$ cat src/rtl/hs_pkg.sv
// Shared definitions for the hs_pipe handshake pipeline: default
// parameters and a constant-evaluable ceil(log2) helper used to size
// the occupancy counter.
package hs_pkg;

    localparam int DATA_W_DEF = 8;
    localparam int STAGES_DEF = 2;

    // Number of bits needed to encode values 0 .. value-1.
    function automatic int clog2(input int value);
        int result;
        int remaining;
        result    = 0;
        remaining = value - 1;
        while (remaining > 0) begin
            result    = result + 1;
            remaining = remaining >> 1;
        end
        return result;
    endfunction

endpackage

$ cat src/rtl/hs_skid_slice.sv
// One fully registered valid/ready slice. A main register feeds the
// output; a skid register catches the single word that can arrive in the
// cycle after the downstream stalls, because in_ready is taken from a
// flop (~skid_v) rather than from out_ready.
module hs_skid_slice
    import hs_pkg::*;
#(
    parameter int DATA_W = DATA_W_DEF
) (
    input  logic              sys_clk,
    input  logic              rst,
    input  logic              flush,
    input  logic              in_valid,
    input  logic [DATA_W-1:0] in_data,
    output logic              in_ready,
    output logic              out_valid,
    output logic [DATA_W-1:0] out_data,
    input  logic              out_ready
);

    logic              main_v_reg, main_v_next;
    logic              skid_v_reg, skid_v_next;
    logic [DATA_W-1:0] main_d_reg, main_d_next;
    logic [DATA_W-1:0] skid_d_reg, skid_d_next;
    logic              accept;
    logic              emit;

    assign in_ready  = ~skid_v_reg;
    assign out_valid = main_v_reg;
    assign out_data  = main_d_reg;
    assign accept    = in_valid & ~skid_v_reg;
    assign emit      = main_v_reg & out_ready;

    // Next-state: refill main from skid first (keeps FIFO order), else from
    // the input; park the input in skid only when main is blocked.
    always_comb begin
        main_v_next = main_v_reg;
        main_d_next = main_d_reg;
        skid_v_next = skid_v_reg;
        skid_d_next = skid_d_reg;
        if (!main_v_reg || emit) begin
            if (skid_v_reg) begin
                main_v_next = 1'b1;
                main_d_next = skid_d_reg;
                skid_v_next = 1'b0;
            end else if (accept) begin
                main_v_next = 1'b1;
                main_d_next = in_data;
            end else begin
                main_v_next = 1'b0;
            end
        end else if (accept) begin
            skid_v_next = 1'b1;
            skid_d_next = in_data;
        end
    end

    // Valid flags: cleared by reset or flush, otherwise follow next-state.
    always_ff @(posedge sys_clk) begin
        if (rst || flush) begin
            main_v_reg <= 1'b0;
            skid_v_reg <= 1'b0;
        end else begin
            main_v_reg <= main_v_next;
            skid_v_reg <= skid_v_next;
        end
    end

    // Payload registers carry no reset; their content is qualified by the flags.
    always_ff @(posedge sys_clk) begin
        main_d_reg <= main_d_next;
        skid_d_reg <= skid_d_next;
    end

endmodule

$ cat src/rtl/hs_pipe.sv
// Chain of STAGES skid slices with registered valid, data and ready at
// every stage, plus a registered count of words held in the chain.
module hs_pipe
    import hs_pkg::*;
#(
    parameter int DATA_W = DATA_W_DEF,
    parameter int STAGES = STAGES_DEF,
    parameter int CNT_W  = clog2(2 * STAGES + 1)
) (
    input  logic              sys_clk,
    input  logic              rst,
    input  logic              flush,
    input  logic              s_valid,
    input  logic [DATA_W-1:0] s_data,
    output logic              s_ready,
    output logic              m_valid,
    output logic [DATA_W-1:0] m_data,
    input  logic              m_ready,
    output logic [CNT_W-1:0]  occupancy
);

    // Link k is the boundary between slice k-1 and slice k; link 0 is the
    // upstream port and link STAGES is the downstream port.
    logic [STAGES:0]   valid_link;
    logic [STAGES:0]   ready_link;
    logic [DATA_W-1:0] data_link [STAGES+1];

    logic              in_hs;
    logic              out_hs;
    logic [CNT_W-1:0]  occ_reg, occ_next;

    assign valid_link[0]      = s_valid;
    assign data_link[0]       = s_data;
    assign s_ready            = ready_link[0];
    assign m_valid            = valid_link[STAGES];
    assign m_data             = data_link[STAGES];
    assign ready_link[STAGES] = m_ready;

    generate
        for (genvar gi = 0; gi < STAGES; gi++) begin : g_slice
            hs_skid_slice #(
                .DATA_W (DATA_W)
            ) u_slice (
                .sys_clk   (sys_clk),
                .rst       (rst),
                .flush     (flush),
                .in_valid  (valid_link[gi]),
                .in_data   (data_link[gi]),
                .in_ready  (ready_link[gi]),
                .out_valid (valid_link[gi+1]),
                .out_data  (data_link[gi+1]),
                .out_ready (ready_link[gi+1])
            );
        end
    endgenerate

    assign in_hs     = s_valid & s_ready;
    assign out_hs    = m_valid & m_ready;
    assign occupancy = occ_reg;

    // Words enter only at slice 0 and leave only at the last slice, so the
    // port handshakes alone track the total number of set valid flags.
    always_comb begin
        occ_next = occ_reg + {{(CNT_W-1){1'b0}}, in_hs} - {{(CNT_W-1){1'b0}}, out_hs};
    end

    // Occupancy register, emptied together with the slices.
    always_ff @(posedge sys_clk) begin
        if (rst || flush) begin
            occ_reg <= '0;
        end else begin
            occ_reg <= occ_next;
        end
    end

endmodule

$ cat config.mk
export PLATFORM = sky130hd
export DESIGN_NAME = hs_pipe
export DESIGN_NICKNAME = d
export VERILOG_FILES = /design/src/rtl/hs_pkg.sv /design/src/rtl/hs_skid_slice.sv /design/src/rtl/hs_pipe.sv
export SDC_FILE = /design/constraint.sdc
export NUM_CORES = 1
export LEC_CHECK = 0
export ABC_AREA = 1
export BUFFER_PORTS_ARGS = -buffer_cell sky130_fd_sc_hd__buf_2
export CAP_MARGIN = 0
export CORE_ASPECT_RATIO = 1.75
export CORE_MARGIN = 1
export CORE_UTILIZATION = 50
export CTS_CLUSTER_SIZE = 28
export DETAILED_ROUTE_END_ITERATION = 10
export HOLD_SLACK_MARGIN = 0.08
export PLACE_DENSITY = 0.72
export SYNTH_ARGS = -nofsm -noshare
export SYNTH_HDL_FRONTEND = slang
export SYNTH_HIERARCHICAL = 1
export SYNTH_SLANG_ARGS = --single-unit
export TNS_END_PERCENT = 50
$ cat constraint.sdc
create_clock -name sys_clk -period 4.2 [get_ports sys_clk]
set_clock_uncertainty 0.2 [all_clocks]
set_input_delay 0.63 -clock sys_clk [delete_from_list [all_inputs] [get_ports sys_clk]]
set_output_delay 0.63 -clock sys_clk [all_outputs]
set_load 0.02 [all_outputs]
Word-level counts from Yosys, hierarchy flattened --
Cells that the tools add are included. W data, S select, Z words.
Operators by class: add/subtract/negate cells 2, multiplexer cells 8, bitwise operators 7, reduce and logical (&&, ||, !) cells 13
Operators by type and width (number):
- $mux W8 | 4
- $reduce_and A2 Y1 | 4
- $mux W1 | 4
- $not A1 Y1 | 4
- $reduce_bool A2 Y1 | 2
- $reduce_or A2 Y1 | 2
- $add A3 B1 Y3 | 1
- $and A1 B1 Y1 | 3
- $logic_or A1 B1 Y1 | 3
- $sub A3 B1 Y3 | 1
- $logic_not A1 Y1 | 2
Storage, ports and cells: register bits after elaboration 39, input bits 13

Logic depth before layout (Yosys ltp) --
word-level depth 5, gate-level depth with buffers 13, depth with buffers taken out 12

Cells and area by module --
Netlist, hierarchy kept.
Modules (own cells, without submodules):
- hs_skid_slice | times used 2, cells each 57, area an instance 691.9 µm², seq. area each 520.5 µm²
- hs_pipe | times used 1, cells each 25, area an instance 178.9 µm², seq. area each 60.1 µm²

Worst setup path after synthesis --
OpenSTA, ideal clock, no wires.
kind input port to flip-flop, start point in m_ready, end point reg occ_reg[2], in the netlist occupancy[2], setup time 0.115 ns, arrival time 1.850 ns, required time 3.885 ns, path slack 2.035 ns, stages 11, buffers on the path 0, cells stage by stage nand2_1 inv_1 ha_1 inv_1 ha_1 inv_1 fa_1 inv_1 nand2_1 a21oi_1 nor2_1
Between the ends: word-level cells in the longest chain between the ends 2
Ends and longest elaborated chain:
- from (decl) | line hs_pipe.sv:18 | input logic m_ready,
- $and A1 B1 Y1 | line hs_pipe.sv:58 | assign out_hs = m_valid & m_ready;
- $sub A3 B1 Y3 | line hs_pipe.sv:64 | occ_next = occ_reg + {{(CNT_W-1){1'b0}}, in_hs} - {{(CNT_W-1){1'b0}}, out_hs};
- to (signal assigned) | line hs_pipe.sv:72 | occ_reg <= occ_next;
- to (decl) | line hs_pipe.sv:30 | logic [CNT_W-1:0] occ_reg, occ_next;
No other way between the ends. A chain may end at the register's enable or synchronous reset.

Final worst setup path --
start point reg g_slice[0].u_slice.skid_v_reg, end point reg occ_reg[2], in the netlist occupancy[2]
Between the ends: word-level cells in the longest chain between the ends 4
Ends and longest elaborated chain:
- from (decl) | line hs_skid_slice.sv:22 | logic skid_v_reg, skid_v_next;
- from (signal assigned) | line hs_skid_slice.sv:65 | skid_v_reg <= skid_v_next;
- $not A1 Y1 | line hs_skid_slice.sv:28 | assign in_ready = ~skid_v_reg;
- $and A1 B1 Y1 | line hs_pipe.sv:57 | assign in_hs = s_valid & s_ready;
- $add A3 B1 Y3 | line hs_pipe.sv:64
- $sub A3 B1 Y3 | line hs_pipe.sv:64
No other way between the ends.

==> flow_summary.ini <==
[run_status]
outcome = finished, violations left
violations = design-rule violations

[pwr]
power.density_nw_per_um2 = 391
irDropWorstVdd_uv = 257
p_leak_nw = 0.775

[min_path]
hold_end = g_slice[1].u_slice/skid_d_reg[5]
hp-class = flip-flop to flip-flop
hp-start = g_slice[0].u_slice/out_data[5]
worstHoldPathCells = 0

[critical_path]
startpoint_type = flip-flop
crit_top_cell = inv_1
r2r_start = g_slice[0].u_slice/skid_v_reg
r2r_cells = 11
endpoint_kind = flip-flop
critPathMaxFanout = 11
r2r_setup_slack_ps = 1950
path_cells = inv_6 -> nand2_1 -> ha_1 -> inv_1 -> ha_1 -> inv_1 -> fa_1 -> inv_1 -> nand2_1 -> a21oi_1 -> nor2_1
r2r-end = occupancy[2]
path_delay_family = adder cells
path_buf_inv = 4
worstPathArrival_ps = 2240
max_stage_delay_ps = 570
slowest_stage = dfxtp_1
critPathRequiredTime_ps = 4190
worstSetupPathType = flip-flop to flip-flop

[synthesis]
synth_warnings = 6
synth_area_leaders = edfxtp_1, nand2_1, dfxtp_1
synth_commonest_cells = nand2_1, edfxtp_1, inv_1, nor2_1, dfxtp_1
async_flop_share_pct = 0
ys_ff_latch = 39
ys_seq_area_share_pct = 70.5
synthFlopType = edfxtp_1
avgSynthCellArea_um2 = 11.2
synth.most_common_cell = nand2_1
postSynthCellCount = 139
synth_top_area_share_pct = 61.5
synth_nets = 155
synth_edf_count = 32
synth.distinct_cells = 14
syn_area_um2 = 1560
synth_top_cell_by_area = edfxtp_1

[routing]
drc = 1
drtIter0Drc = 33
dr.pass1.iters = 11
num_vias = 946
viasPerCell = 4.46
antenna_left = 0
wl_per_cell_um = 10.4
routed_wl_um = 2210

[grt]
gr-total-overflow = 0
grt_pass1_vias = 983
grt_max_degree = 14
globalRouteTotalUtil_pct = 16.8
grt_pass1_wl_um = 4050
antenna_found_initial = 0

[sta]
hold_viol = 0
drv_slew = 0
setup_viol = 0
fin_ws_ps = 1950
rsz0062_at_grt = false
setup-tns-final_ps = 0
slew-limit-headroom_pct = 55.9
fin_crit_sh_pct = 53.6
tightest_slew_ps = 659
min_period_ps = 2250
fmax_mhz = 445

[clocking]
ctsResizeCount = 0
clk-insertion-delay-late_ps = 290
clock_sinks = 39
clk_pin_slew_ps = 70
post_cts_buffers = 0
clk_path_buf_depth = 2
ctsHoldBuffers = 0
cts_tree = built
cts-root-buf = clkbuf_8
htreeDepth = 2
cts_buffers = 5

[placed_design]
dp_hpwl_um = 1670
gp_congestion = 0.749
dp.cells = 204
numPortBuffers = 25
place_ws_ps = 1790

[cells_and_area]
finalNonFillerCells = 212
drive_gt1_share_pct = 25.3
syn_to_final_growth_pct = 15.6
nets = 185
nFillCells = 243
diodes = 0

[flow_run]
cap_violations = 0

[floorplanning]
row_count = 26
die_w_um = 44.3
start_util_pct = 52.8
die_y_um = 76.0
ioPinCount = 26
coreArea_um2 = 2960
fp.dieArea_um2 = 3360
## report_power, final
part / switching [mW] / leakage, nW / internal [mW]
combinational: 0.0214 / 0.382 / 0.0133
sequential: 0.00354 / 0.352 / 0.427
clock: 0.127 / 0.0402 / 0.115
total: 0.152 / 0.775 / 0.555
## per-stage QoR
stage               hold slack (ps)  utilization (%)  area (um2)  power [mW]
detailed placement              236             58.0        1720       0.474
finish                          257             61.0        1810       0.707
global placement                235             58.0        1720       0.471
global route                    262             61.0        1810       0.739
CTS                             258             61.0        1810       0.720
floorplan                       227                -        1560       0.459
## placed cells by master, fill, tap and decap left out
cell type   Yosys  layout
a21oi_1         1       1
buf_2           0      25
clkbuf_8        0       5
clkinv_2        0       1
clkinvlp_4      0       2
dfxtp_1         7       7
edfxtp_1       32      32
fa_1            1       1
ha_1            2       2
inv_1          12      12
inv_2           2       2
inv_6           2       2
nand2_1        61      61
nand2_4         2       2
nand3_1         1       1
nor2_1         10      10
nor2_2          4       4
## kinds of logic after synthesis
| family | count (synthesis) | synth area share (%) |
|---|---|---|
| and+or+nand+nor | 78 | 20.4 |
| DFF | 39 | 70.5 |
| buffers and inverters | 18 | 5.92 |
| adders and majority gates | 3 | 2.88 |
| AOI/OAI and AO/OA | 1 | 0.320 |
## area by class of cell
| class | instances | area (um2) | area share, % |
|---|---|---|---|
| well taps | 42 | 52.6 | 2.91 |
| inverters | 16 | 70.1 | 3.88 |
| clock inverters | 3 | 20.0 | 1.11 |
| flip-flops and latches | 39 | 1100 | 60.9 |
| repair buffers | 25 | 125 | 6.93 |
| clock buffers | 5 | 68.8 | 3.81 |
| multi-input cells | 82 | 369 | 20.4 |
## how the worst max path moves through the flow
stage	start	to	slack, ps	cells past startpoint
floorplan	m_ready	occupancy[2]	2030	11
global placement	m_ready	occupancy[2]	1910	12
detailed placement	m_ready	occupancy[2]	1790	12
CTS	g_slice[0].u_slice/skid_v_reg	occupancy[2]	1930	11
global route	g_slice[0].u_slice/skid_v_reg	occupancy[2]	1730	11
finish	g_slice[0].u_slice/skid_v_reg	occupancy[2]	1950	11
## metal layers
metal  GRT usage (%)  up-vias  routed length, um
met2            29.0       24               1210
met3            5.71        7                 91
li1                -      499                  -
met1            16.5      416                841
met4            9.09        0                 60
met5               0        -                  0
(Power assumes the default switching activity.)
